### config.mk
export PLATFORM = sky130hd
export DESIGN_NAME = dtcm_arbiter
export DESIGN_NICKNAME = d
export VERILOG_FILES = /design/src/rtl/dtcm_arbiter.sv
export SDC_FILE = /design/constraint.sdc
export NUM_CORES = 1
export LEC_CHECK = 0
export ABC_AREA = 1
export CAP_MARGIN = 25
export CELL_PAD_IN_SITES_DETAIL_PLACEMENT = 2
export CELL_PAD_IN_SITES_GLOBAL_PLACEMENT = 2
export CORE_MARGIN = 3
export CORE_UTILIZATION = 10
export DETAILED_ROUTE_END_ITERATION = 16
export PLACE_DENSITY = 0.95
export REMOVE_ABC_BUFFERS = 1
export SYNTH_ARGS = -nofsm -noshare
export SYNTH_HDL_FRONTEND = slang
export SYNTH_SLANG_ARGS = --single-unit
### constraint.sdc
create_clock -name clk -period 2.7 [get_ports clk]
set_clock_uncertainty 0.2 [all_clocks]
set_input_delay 0.405 -clock clk [delete_from_list [all_inputs] [get_ports clk]]
set_output_delay 0.405 -clock clk [all_outputs]
set_load 0.005 [all_outputs]
### src/rtl/dtcm_arbiter.sv
// rtl/dtcm_arbiter.sv - two-port DTCM SRAM arbiter with 1-cycle response steering
// Optional macro DTCM_ARB_RR_EN: round-robin on contention instead of fixed priority.
module dtcm_arbiter #(
  parameter int AW         = 16,
  parameter int DW         = 32,
  parameter int MW         = 4,
  parameter int STARVE_MAX = 4
) (
  input  logic          clk,
  input  logic          rst,
  input  logic          p0_req_valid,
  output logic          p0_req_ready,
  input  logic          p0_req_we,
  input  logic [AW-1:0] p0_req_addr,
  input  logic [DW-1:0] p0_req_wdata,
  input  logic [MW-1:0] p0_req_wem,
  output logic          p0_rsp_valid,
  output logic [DW-1:0] p0_rsp_rdata,
  input  logic          p1_req_valid,
  output logic          p1_req_ready,
  input  logic          p1_req_we,
  input  logic [AW-1:0] p1_req_addr,
  input  logic [DW-1:0] p1_req_wdata,
  input  logic [MW-1:0] p1_req_wem,
  output logic          p1_rsp_valid,
  output logic [DW-1:0] p1_rsp_rdata,
  output logic          ram_we,
  output logic [AW-1:0] ram_addr,
  output logic [DW-1:0] ram_din,
  output logic [MW-1:0] ram_wem,
  input  logic [DW-1:0] ram_dout
);

  logic rsp_pend_q, rsp_pend_d;
  logic rsp_port_q, rsp_port_d;
  logic rsp_is_read_q, rsp_is_read_d;
  logic gnt0, gnt1;

`ifdef DTCM_ARB_RR_EN
  logic last_gnt_q, last_gnt_d;
`else
  localparam logic [3:0] STARVE_LIM = 4'(STARVE_MAX);
  logic [3:0] starve_cnt_q, starve_cnt_d;
`endif

  // Grant is gated by rst so every output is quiet while reset is held.
  always_comb begin
    gnt0 = 1'b0;
    gnt1 = 1'b0;
    if (!rst) begin
      if (p0_req_valid && p1_req_valid) begin
`ifdef DTCM_ARB_RR_EN
        if (last_gnt_q) gnt0 = 1'b1;
        else            gnt1 = 1'b1;
`else
        if (starve_cnt_q == STARVE_LIM) gnt1 = 1'b1;
        else                            gnt0 = 1'b1;
`endif
      end else if (p0_req_valid) begin
        gnt0 = 1'b1;
      end else if (p1_req_valid) begin
        gnt1 = 1'b1;
      end
    end
  end

  always_comb begin
    rsp_pend_d    = gnt0 | gnt1;
    rsp_port_d    = gnt1;
    rsp_is_read_d = (gnt0 & ~p0_req_we) | (gnt1 & ~p1_req_we);
`ifdef DTCM_ARB_RR_EN
    last_gnt_d = (gnt0 | gnt1) ? gnt1 : last_gnt_q;
`else
    starve_cnt_d = 4'd0;
    if (p1_req_valid && !gnt1) begin
      starve_cnt_d = (starve_cnt_q >= STARVE_LIM) ? STARVE_LIM : starve_cnt_q + 4'd1;
    end
`endif
  end

  always_ff @(posedge clk or posedge rst) begin
    if (rst) begin
      rsp_pend_q    <= 1'b0;
      rsp_port_q    <= 1'b0;
      rsp_is_read_q <= 1'b0;
`ifdef DTCM_ARB_RR_EN
      last_gnt_q    <= 1'b1;
`else
      starve_cnt_q  <= 4'd0;
`endif
    end else begin
      rsp_pend_q    <= rsp_pend_d;
      rsp_port_q    <= rsp_port_d;
      rsp_is_read_q <= rsp_is_read_d;
`ifdef DTCM_ARB_RR_EN
      last_gnt_q    <= last_gnt_d;
`else
      starve_cnt_q  <= starve_cnt_d;
`endif
    end
  end

  always_comb begin
    p0_req_ready = gnt0;
    p1_req_ready = gnt1;
    ram_we   = (gnt0 & p0_req_we) | (gnt1 & p1_req_we);
    ram_addr = '0;
    ram_din  = '0;
    ram_wem  = '0;
    if (gnt0) begin
      ram_addr = p0_req_addr;
      ram_din  = p0_req_wdata;
      ram_wem  = p0_req_wem;
    end else if (gnt1) begin
      ram_addr = p1_req_addr;
      ram_din  = p1_req_wdata;
      ram_wem  = p1_req_wem;
    end
  end

  // Read data is steered only to the port that owns the pending read.
  always_comb begin
    p0_rsp_valid = rsp_pend_q & ~rsp_port_q;
    p1_rsp_valid = rsp_pend_q & rsp_port_q;
    p0_rsp_rdata = (p0_rsp_valid && rsp_is_read_q) ? ram_dout : '0;
    p1_rsp_rdata = (p1_rsp_valid && rsp_is_read_q) ? ram_dout : '0;
  end

endmodule

* After elaboration in Yosys (flattened, before gate mapping) *
Cells that the tools add are included.
W data, S select, Z words.

storage, ports and cells
  bits of input ports = 142
  flip-flop bits (word level) = 7
  output and inout port bits = 121
  word-level logic and storage cells = 43

operators by class
  reductions and logical operators = 5
  multiplexer cells = 19
  $add $sub $neg = 1
  equality and inequality tests = 1
  $lt $le $gt $ge = 1
  bitwise logic cells = 12

operator list
  kind                   count
  $mux W32               4
  $mux W16               2
  $mux W4                4
  $mux W1                9
  $and A1 B1 Y1          6
  $add A4 B1 Y4 const B  1
  $eq A4 B3 Y1 const B   1
  $ge A4 B3 Y1 const B   1
  $logic_and A1 B1 Y1    4
  $not A1 Y1             3
  $or A1 B1 Y1           3
  $logic_not A1 Y1       1

* Logic depth before layout (Yosys ltp) *
  depth in word-level cells = 7
  depth in mapped cells = 7
  mapped depth without buffers = 7

* Least setup slack after synthesis *
Ideal clock, no wire load.

  path type = reg-to-output
  start point = reg starve_cnt_q[0]
  end point = out ram_addr[0]
  path slack = 0.951 ns
  path buffers = 1
  cell stages (with the launch flop) = 8
  data required time = 2.095 ns
  arrival time = 1.144 ns
  path through = dfrtp_1 > inv_1 > ha_1 > nand3_1 > nand2_2 > buf_2 > nand3_1 > o21ai_1

between the ends
  longest elaborated chain between the ends = 6
  elaborated cells between the ends (all ways) = 9
  classes of those cells = eq/ne (1); mux (8)

RTL lines
  item                      line  RTL
  start: declaration        43    logic [3:0] starve_cnt_q, starve_cnt_d;
  start signal: assignment  98    starve_cnt_q <= starve_cnt_d;
  $eq A4 B3 Y1 *            56    if (starve_cnt_q == STARVE_LIM) gnt1 = 1'b1;
  $mux W1                   56
  $mux W1                   51    if (p0_req_valid && p1_req_valid) begin
  $mux W1                   50    if (!rst) begin
  $mux W16                  114   end else if (gnt1) begin
  $mux W16 *                110   if (gnt0) begin
  end: declaration          28    output logic [AW-1:0] ram_addr,

Mark *: on every way between the ends. The rest lies on a longest branch, timed or not.

* Worst setup path in the final report *
  start point = in p1_req_valid
  end point = out ram_we

between the ends
  longest elaborated chain between the ends = 6
  elaborated cells between the ends (all ways) = 10
  classes of those cells = mux (6); bitwise (3); reduce/logical (1)

RTL lines
  item                line  RTL
  start: declaration  19    input logic p1_req_valid,
  $mux W1             61    end else if (p1_req_valid) begin
  $mux W1             59    end else if (p0_req_valid) begin
  $mux W1             51
  $mux W1             50
  $and A1 B1 Y1       106   ram_we = (gnt0 & p0_req_we) | (gnt1 & p1_req_we);
  $or A1 B1 Y1 *      106
  end: declaration    27    output logic ram_we,

Marked as above.

==> reports/qor.csv <==
metric,value,unit
p_int,0.662,mW
numPortBuffers,262,
grt_usage,12.8,%
ios,263,
worst_path_largest_cell_delay,550,ps
overflow,0,
power.switching,0.266,mW
crit_chain,clkdlybuf4s50_1 -> inv_1 -> nor2_4 -> buf_6 -> nand3_1 -> o21ai_1 -> clkdlybuf4s50_1,
syn2layout_area_growth,201,%
drt-wirelength-per-cell,15.8,um
row_count,45,
final_cells,796,
syn_area_per_cell,4.95,um^2
place_hpwl,10.3,mm
cp.required,2100,ps
synth_top_area_cell,inv_1,
clk_pin_slew,40,ps
finalWeightedCongestion,0.728,
cts.sinks,7,
yosys_register_bits,7,
slew_violations,0,
switching_share,28.7,%
synth_area_leaders,"inv_1, nand3_1, nor2_1",
p_comb_share,60.4,%
arrival,2030,ps
clock_power_share,27.1,%
start_util,10.3,%
die_x,132,um
setup_viol,0,
antenna_found_initial,0,
drt.antenna.violating_nets,0,
setup_slack,61.4,ps
layout_commonest_cell,clkdlybuf4s50_1,
seq_power_share,12.5,%
clk_path_buf_depth,2,
drt_wl_total,12.5,mm
worstSetupEndpointType,output port,
drtIter0Drc,32,
startpoint_type,input pin,
grt_max_degree,41,
h-tree-depth,1,
multi_input_area,931,um^2
dieArea,0.0174,mm^2
syn-cell-area,0.00158,mm^2
vias,3147,
antennaDiodeCount,0,
leakage,2.48,nW
worst_path_most_repeated_cell,clkdlybuf4s50_1,
drive_above_1_share,5.47,%
max_freq,0.379,GHz
layout_common_cells,"clkdlybuf4s50_1, inv_1, nor2_1, nand3_1, o21ai_1",
hold_viol,0,
cts_hold_buffers,0,
cellPowerDensity,195,mW/mm^2
coreArea,0.0154,mm^2
netlist_instances,320,
fill_cells,1829,
worstPathMaxFanout,15,
critPathSlowestCell,clkdlybuf4s50_1,
grt_pass1_wl,18.2,mm
fp.dieH,132,um
power.total,0.928,mW
drt_first_pass_iters,4,
period_share,97.7,%
outcome,"complete, no violations",
yosysWarningCount,0,
drc_errors,0,
ys_seq_area_share,11.1,%
min_path_type,in -> async,
grt_pass1_vias,3408,
seqCellArea,175,um^2
cts_made_buffers,3,
cts_tree,yes,
place_inst,782,
period_needed,2640,ps
clock_latency,230,ps
cap_viol_max_count,0,
ir_drop,142,uV
path_class,in -> out,
fin_nets,730,
synth_top_area_share,22.8,%
root_buffer,clkbuf_16,
synth_cell_types,16,
viasPerCell,3.95,
pre_cts_slack,-171,ps
-- worst max-delay path: cells and delay by family --
family,cells,cell delay [ps]
simple gates,2,220
buf+inv,4,1310
compound gates,1,90
-- synth_stat cells --
| master | count |
|---|---|
| o21ai_0 | 5 |
| dfrtp_1 | 7 |
| nor2_4 | 1 |
| nand2_1 | 9 |
| buf_4 | 5 |
| ha_1 | 2 |
| nand3_1 | 55 |
| buf_6 | 4 |
| o21ai_1 | 49 |
| inv_1 | 96 |
| nor3_1 | 1 |
| buf_2 | 13 |
| nand2_2 | 1 |
| nor2_1 | 70 |
| conb_1 | 1 |
| nand4_1 | 1 |
-- sequential cells by signal, summed over array words and instances (netlist names) --
register	cells
rsp_is_read_q	1
rsp_pend_q	1
starve_cnt_q	4
rsp_port_q	1
-- kinds of logic after synthesis --
group / Yosys count / share of synthesized area (%)
and+or+nand+nor: 138 / 37.9
buffers and inverters: 118 / 32.1
AOI/OAI and AO/OA: 54 / 17.1
DFF: 7 / 11.1
adders and majority gates: 2 / 1.58
other: 1 / 0.237
-- final timing paths --
kind,start,endpoint,slack [ps],depth (start not counted)
worst max-delay path,p1_req_valid,ram_we,60,7
worst min-delay path,rst,starve_cnt_q[1],120,2
worst max register to register,starve_cnt_q[0],starve_cnt_q[2],980,9
worst min register to register,starve_cnt_q[0],starve_cnt_q[0],340,3
max in group asynchronous,rst,rsp_is_read_q,1970,2
min in group clk,starve_cnt_q[0],starve_cnt_q[0],340,3
-- layout make-up --
type / instances / area share, %
Multi-Input combinational cell: 195 / 19.5
Timing Repair Buffer: 283 / 62.1
Clock buffer: 4 / 1.65
Inverter: 96 / 7.55
Tap cell: 211 / 5.53
Sequential cell: 7 / 3.67
-- per-stage QoR --
| step | setup TNS, ps | utilization (%) | hold WS [ps] | cell area, um^2 |
|---|---|---|---|---|
| global route | -77.8 | 31.0 | 134 | 4770 |
| floorplan | 0 | - | 8.40 | 1440 |
| finish | 0 | 31.0 | 119 | 4770 |
| global placement | -122 | 29.1 | 330 | 4470 |
| CTS | -8.81 | 29.9 | 124 | 4600 |
| detailed placement | -923 | 29.1 | 343 | 4470 |
-- routing by layer --
layer / global-route usage [%] / up-vias / wire [um]
met4: 1.69 / 0 / 79
met3: 5.19 / 8 / 1350
met2: 25.4 / 203 / 6640
li1: - / 1492 / -
met5: 0 / - / 0
met1: 12.6 / 1444 / 4480
-- power groups by stage --
stage | Combinational, mW | Clock, mW | Sequential, mW
after global routing | 0.612 | 0.269 | 0.117
after CTS | 0.547 | 0.260 | 0.116
after floorplan | 0.130 | 0 | 0.116
final | 0.561 | 0.251 | 0.116
after global placement | 0.531 | 0 | 0.117
after detailed placement | 0.549 | 0 | 0.117
-- repair_timing --
action	4_1_cts	5_1_grt
cloned	2	3
setup endpoints to repair	24	24
buffers inserted	0	5
hold endpoints to repair	0	0
resized for setup	39	21
pin swaps	1	4
No activity file was read; power rests on OpenSTA's default activity.
